**src/rtl/pipeline_stall_sequencer_pkg.sv**
```systemverilog
// ============================================================================
// Module   : pipeline_stall_sequencer_pkg
// Purpose  : Shared types and constants for the pipeline stall sequencer.
// Revision : 1.0 - initial release
// ============================================================================
`default_nettype none

package pipeline_stall_sequencer_pkg;

    typedef enum logic [0:0] {
        ST_RUN     = 1'b0,
        ST_MD_BUSY = 1'b1
    } state_t;

    localparam logic [4:0] c_reg_zero = 5'd0;

    typedef struct packed {
        logic pc_en;
        logic ifid_ctrl;
        logic stall_ctrl;
        logic ifid_flush;
        logic idex_flush;
        logic idex_en;
        logic exmem_bubble;
        logic muldiv_done;
    } ctrl_t;

    // Free-flowing pipeline: nothing held, nothing flushed.
    localparam ctrl_t c_ctrl_default = '{
        pc_en: 1'b1, ifid_ctrl: 1'b1, stall_ctrl: 1'b0, ifid_flush: 1'b0,
        idex_flush: 1'b0, idex_en: 1'b1, exmem_bubble: 1'b0, muldiv_done: 1'b0
    };

    // Front end and EX frozen while the mult/div unit owns EX.
    localparam ctrl_t c_ctrl_md_hold = '{
        pc_en: 1'b0, ifid_ctrl: 1'b0, stall_ctrl: 1'b0, ifid_flush: 1'b0,
        idex_flush: 1'b0, idex_en: 1'b0, exmem_bubble: 1'b1, muldiv_done: 1'b0
    };

endpackage

`default_nettype wire

```
**src/rtl/pipeline_stall_sequencer_load_use_compare.sv**
```systemverilog
// ============================================================================
// Module   : load_use_compare
// Purpose  : Combinational load-use hazard detector (LW in ID/EX vs IF/ID).
// Revision : 1.0 - initial release
// ============================================================================
`default_nettype none

module load_use_compare
    import pipeline_stall_sequencer_pkg::*;
(
    input  logic       lw_detected,
    input  logic [4:0] ID_EX_rt,
    input  logic [4:0] IF_ID_rs,
    input  logic [4:0] IF_ID_rt,
    input  logic       IF_ID_uses_rs,
    input  logic       IF_ID_uses_rt,
    input  logic       sw_detected,
    output logic       lu
);

    logic w_rs_hit;
    logic w_rt_hit;

    assign w_rs_hit = IF_ID_uses_rs && (ID_EX_rt == IF_ID_rs);
    // Store data of a SW reaches MEM late enough to be forwarded there.
    assign w_rt_hit = IF_ID_uses_rt && (ID_EX_rt == IF_ID_rt) && !sw_detected;
    assign lu       = lw_detected && (ID_EX_rt != c_reg_zero) && (w_rs_hit || w_rt_hit);

endmodule

`default_nettype wire

```
**src/rtl/pipeline_stall_sequencer.sv**
```systemverilog
// ============================================================================
// Module   : pipeline_stall_sequencer
// Purpose  : Arbitrates load-use stalls, branch flushes and mult/div EX
//            occupancy for a 5-stage MIPS pipeline; counts stall cycles.
// Revision : 1.0 - initial release
// ============================================================================
`default_nettype none

module pipeline_stall_sequencer
    import pipeline_stall_sequencer_pkg::*;
#(
    parameter int unsigned MULDIV_CYCLES = 4,
    parameter int unsigned CNT_W         = 16
) (
    input  logic             clk,
    input  logic             reset,
    input  logic             lw_detected,
    input  logic [4:0]       ID_EX_rt,
    input  logic [4:0]       IF_ID_rs,
    input  logic [4:0]       IF_ID_rt,
    input  logic             IF_ID_uses_rs,
    input  logic             IF_ID_uses_rt,
    input  logic             sw_detected,
    input  logic             branch_taken,
    input  logic             muldiv_start,
    output logic             PC_En,
    output logic             IFID_ctrl,
    output logic             stall_ctrl,
    output logic             IFID_flush,
    output logic             IDEX_flush,
    output logic             IDEX_en,
    output logic             EXMEM_bubble,
    output logic             muldiv_done,
    output logic [CNT_W-1:0] stall_cycles
);

    localparam int unsigned MD_W = $clog2(MULDIV_CYCLES);

    state_t            r_state;
    state_t            w_state_nxt;
    logic [MD_W-1:0]   r_md_cnt;
    logic [MD_W-1:0]   w_md_cnt_nxt;
    logic [CNT_W-1:0]  r_stall_cycles;
    logic              w_lu;
    ctrl_t             w_ctrl;

    load_use_compare u_load_use_compare (
        .lw_detected   (lw_detected),
        .ID_EX_rt      (ID_EX_rt),
        .IF_ID_rs      (IF_ID_rs),
        .IF_ID_rt      (IF_ID_rt),
        .IF_ID_uses_rs (IF_ID_uses_rs),
        .IF_ID_uses_rt (IF_ID_uses_rt),
        .sw_detected   (sw_detected),
        .lu            (w_lu)
    );

    always_comb begin
        w_ctrl       = c_ctrl_default;
        w_state_nxt  = r_state;
        w_md_cnt_nxt = r_md_cnt;

        if (!reset) begin
            w_ctrl       = c_ctrl_default;
            w_state_nxt  = ST_RUN;
            w_md_cnt_nxt = '0;
        end else begin
            case (r_state)
                ST_RUN: begin
                    if (branch_taken) begin
                        w_ctrl.ifid_flush = 1'b1;
                        w_ctrl.idex_flush = 1'b1;
                    end else if (muldiv_start) begin
                        w_ctrl       = c_ctrl_md_hold;
                        w_md_cnt_nxt = MD_W'(MULDIV_CYCLES - 2);
                        w_state_nxt  = ST_MD_BUSY;
                    end else if (w_lu) begin
                        w_ctrl.pc_en      = 1'b0;
                        w_ctrl.ifid_ctrl  = 1'b0;
                        w_ctrl.stall_ctrl = 1'b1;
                    end
                end
                ST_MD_BUSY: begin
                    if (r_md_cnt != '0) begin
                        w_ctrl       = c_ctrl_md_hold;
                        w_md_cnt_nxt = r_md_cnt - MD_W'(1);
                    end else begin
                        // Result cycle: EX advances, a new mult/div cannot start.
                        w_ctrl.muldiv_done = 1'b1;
                        w_state_nxt        = ST_RUN;
                        if (branch_taken) begin
                            w_ctrl.ifid_flush = 1'b1;
                            w_ctrl.idex_flush = 1'b1;
                        end else if (w_lu) begin
                            w_ctrl.pc_en      = 1'b0;
                            w_ctrl.ifid_ctrl  = 1'b0;
                            w_ctrl.stall_ctrl = 1'b1;
                        end
                    end
                end
                default: begin
                    w_state_nxt = ST_RUN;
                end
            endcase
        end
    end

    always_ff @(posedge clk) begin
        if (!reset) begin
            r_state        <= ST_RUN;
            r_md_cnt       <= '0;
            r_stall_cycles <= '0;
        end else begin
            r_state  <= w_state_nxt;
            r_md_cnt <= w_md_cnt_nxt;
            if (!w_ctrl.pc_en && (r_stall_cycles != {CNT_W{1'b1}})) begin
                r_stall_cycles <= r_stall_cycles + CNT_W'(1);
            end
        end
    end

    assign PC_En        = w_ctrl.pc_en;
    assign IFID_ctrl    = w_ctrl.ifid_ctrl;
    assign stall_ctrl   = w_ctrl.stall_ctrl;
    assign IFID_flush   = w_ctrl.ifid_flush;
    assign IDEX_flush   = w_ctrl.idex_flush;
    assign IDEX_en      = w_ctrl.idex_en;
    assign EXMEM_bubble = w_ctrl.exmem_bubble;
    assign muldiv_done  = w_ctrl.muldiv_done;
    assign stall_cycles = r_stall_cycles;

endmodule

`default_nettype wire

```
**config.mk**
```make
export PLATFORM = sky130hd
export DESIGN_NAME = pipeline_stall_sequencer
export DESIGN_NICKNAME = d
export VERILOG_FILES = /design/src/rtl/pipeline_stall_sequencer_pkg.sv /design/src/rtl/pipeline_stall_sequencer_load_use_compare.sv /design/src/rtl/pipeline_stall_sequencer.sv
export SDC_FILE = /design/constraint.sdc
export NUM_CORES = 1
export LEC_CHECK = 0
export CORE_UTILIZATION = 43
export DETAILED_ROUTE_END_ITERATION = 10
export MAX_ROUTING_LAYER = met4
export PLACE_DENSITY = 0.81
export SYNTH_ARGS = -nofsm -noshare
export SYNTH_HDL_FRONTEND = slang
export SYNTH_SLANG_ARGS = --single-unit
```
**constraint.sdc**
```tcl
create_clock -name clk -period 2.2 [get_ports clk]
set_input_delay 0.44 -clock clk [delete_from_list [all_inputs] [get_ports clk]]
set_output_delay 0.44 -clock clk [all_outputs]
set_load 0.01 [all_outputs]
```
==> impl_metrics.yaml <==
yosys:
  synthArstFlopShare_pct: 0
  synth.area.top_cells: "dfxtp_1 (32%), xnor2_1 (7.4%), o31ai_1 (3.8%)"
  postSynthCellCount: 135
  ys_types: 42
  syn-cell-area_um2: 1180
  synth_common_cells: "dfxtp_1 (19), xnor2_1 (10), nand2_1 (9)"
  synth_top_cell_by_area: "dfxtp_1"
  post_synth.cell_area_avg_um2: 8.740
  ys_seq_elements: 19
  synth_nets: 160
  synth_most_common_cell: "dfxtp_1"
  yosys_most_used_dff: "dfxtp_1"
  ys_warn_count: 0
  synth_edf_count: 0
  ys_seq_area_share_pct: 32.24
  synth_top_cell_area_share_pct: 32.24
floorplan:
  die_area_um2: 2957
  rows: 18
  die_h_um: 54.38
  io_pins: 47
  start_util_pct: 46.36
  core_um2: 2545
  die_w_um: 54.38
clock_tree:
  cts_sinks: 19
  cts_hold_buf: 0
  insertion_delay_ps: 300
  clockRootBuffer: "clkbuf_4"
  clockBufferDepth: 2
  cts_buffers: 3
  cts_tree: "done"
  cts_htree_levels: 1
  clkTransAtPathRegs_ps: 100
timing:
  fin_skew_ps: 5.890
  worst_pin_slew_ps: 289.2
  hold_viol: 0
  rsz0062_at_grt: "false"
  slew_violations: 0
  relSlewSlack_pct: 80.66
  fin_setup_tns_ps: 0
  min_period_ps: 2128
  setup_viol: 0
  clock.fmax_mhz: 469.9
  fin_crit_sh_pct: 96.74
  layout_setup_ws_ps: 71.67
layout:
  fin_area_um2: 1822
  diodes: 0
  area_growth_pct: 54.40
  drive_gt1_share_pct: 19.80
  finalNetCount: 223
  final_util_pct: 71.58
  final_cells: 227
job:
  maxCapViolCount: 0
worst_setup_path:
  r2r_slack_ps: 160
  rr_worst_depth: 9
  critical_path.max_fanout: 7
  worstPathRequired_ps: 1760
  path_class: "in -> out"
  endpoint_kind: "output pin"
  r2r-end: "stall_cycles[15]"
  worst-endpoint-arrival_ps: 1690
  r2r-start: "r_md_cnt[0]"
  start_kind: "primary input"
routing:
  wl_per_cell_um: 14.59
  drt_iter0_drc: 25
  postRouteAntennaNets: 0
  drc_errors: 0
  num_vias: 1292
  routed_wl_um: 3313
  via_per_inst: 5.692
  drt_pre_antenna_iters: 4
placement:
  dp_slack_ps: -522.3
  hpwl_um: 2408
  routabilityCongestion: 0.7666
  io_buffers: 46
  placed_area_um2: 1715
  placedCellCount: 216
hold_path:
  hp-class: "reg -> reg"
  min_to: "stall_cycles[14]"
  whs_path_depth: 2
  hold_start: "stall_cycles[14]"
power_and_ir_drop:
  p_switching_mw: 0.1790
  switching_share_pct: 26.17
  p_per_area_nw_per_um2: 375.4
  leakage_nw: 0.7434
  clkPwrFrac_pct: 25.8
  combPwrFrac_pct: 22.8
  p_int_mw: 0.5050
  p_seq_share_pct: 51.4
  peakVddDrop_mv: 0.3513
global_routing:
  overflow: 0
  grt_pass1_wl_um: 5002
  antenna_found_initial: 0
  grt_pass1_vias: 1207
  gr-usage-all-layers_pct: 24.15
  grt_max_degree: 13
status:
  outcome: "finished, final reports clean"
[how the worst max path moves through the flow]
stage	to	cells after the start	slack, ps	startpoint
3_3_place_gp	IFID_ctrl	7	-400	ID_EX_rt[0]
5_1_grt	PC_En	7	0.3	IF_ID_rs[1]
2_1_floorplan	stall_cycles[1]	9	270	stall_cycles[0]
3_5_place_dp	PC_En	7	-520	ID_EX_rt[0]
6_report	PC_En	7	70	muldiv_start
4_1_cts	PC_En	7	10	IF_ID_rt[4]
[placed cells by master, fill, tap and decap left out, types with 4 or more instances in the layout]
cell / instances
o21ai_1: 6
nand4_1: 6
nand2_1: 9
nand3_1: 4
buf_4: 16
dlygate4sd2_1: 13
o31ai_1: 6
nor2_1: 8
a21oi_1: 7
dfxtp_1: 19
inv_1: 7
dlymetal6s2s_1: 6
clkdlybuf4s50_1: 24
or3_1: 4
and3_1: 4
xnor2_1: 10
[state kept, by name, summed over array words and instances (netlist names)]
register      count
r_state           1
r_md_cnt          2
stall_cycles     16
[power by group through the flow]
stage          Sequential, mW  Combinational (mW)  Clock, mW
2_1_floorplan           0.358              0.0651          0
4_1_cts                 0.351               0.145      0.185
6_report                0.351               0.156      0.177
3_3_place_gp            0.358               0.140          0
3_5_place_dp            0.359               0.146          0
5_1_grt                 0.352               0.170      0.192
[area by class of cell]
cell class	instances	area, um2
Fill cell	211	723.2
Multi-Input combinational cell	104	759.5
Inverter	7	26.28
Tap cell	30	37.54
Clock inverter	1	5.005
Sequential cell	19	380.4
Timing Repair Buffer	63	590.6
Clock buffer	3	22.52
[repair_timing]
action                     4_1_cts  5_1_grt
pin swaps                        9       10
gates resized for setup         29       11
setup endpoints to repair       16       11
buffers inserted                 3        3
gates cloned                     0        1
[critical path, stage by stage]
cell and delay (ps):
clkdlybuf4s50_1 540, nand2b_4 80, o21ai_4 150, buf_6 150, a21oi_2 50, nand2b_4 150, buf_4 140
[cells by family after synthesis]
family / Yosys count / share of synthesized area [%]
compound gates: 34 / 20.79
xor+xnor: 11 / 8.165
fa+ha+maj: 2 / 2.121
buf+inv: 13 / 7.105
flops: 19 / 32.24
mux: 2 / 1.697
simple gates: 54 / 27.89
[metrics by stage]
stage	hold WS, ps	total power [mW]
2_1_floorplan	497.0	0.4236
3_3_place_gp	476.5	0.4985
3_5_place_dp	498.1	0.5042
4_1_cts	513.1	0.6814
5_1_grt	538.5	0.7139
6_report	516.4	0.6839
[per-layer routing]
metal	part of all wire [%]	global-route usage, %	wire length (um)
met1	40	26.88	1311
met2	51	42.28	1698
met3	8.2	3.056	273
met4	0.88	11.54	29
met5	0	-	0
(Power assumes the default switching activity.)
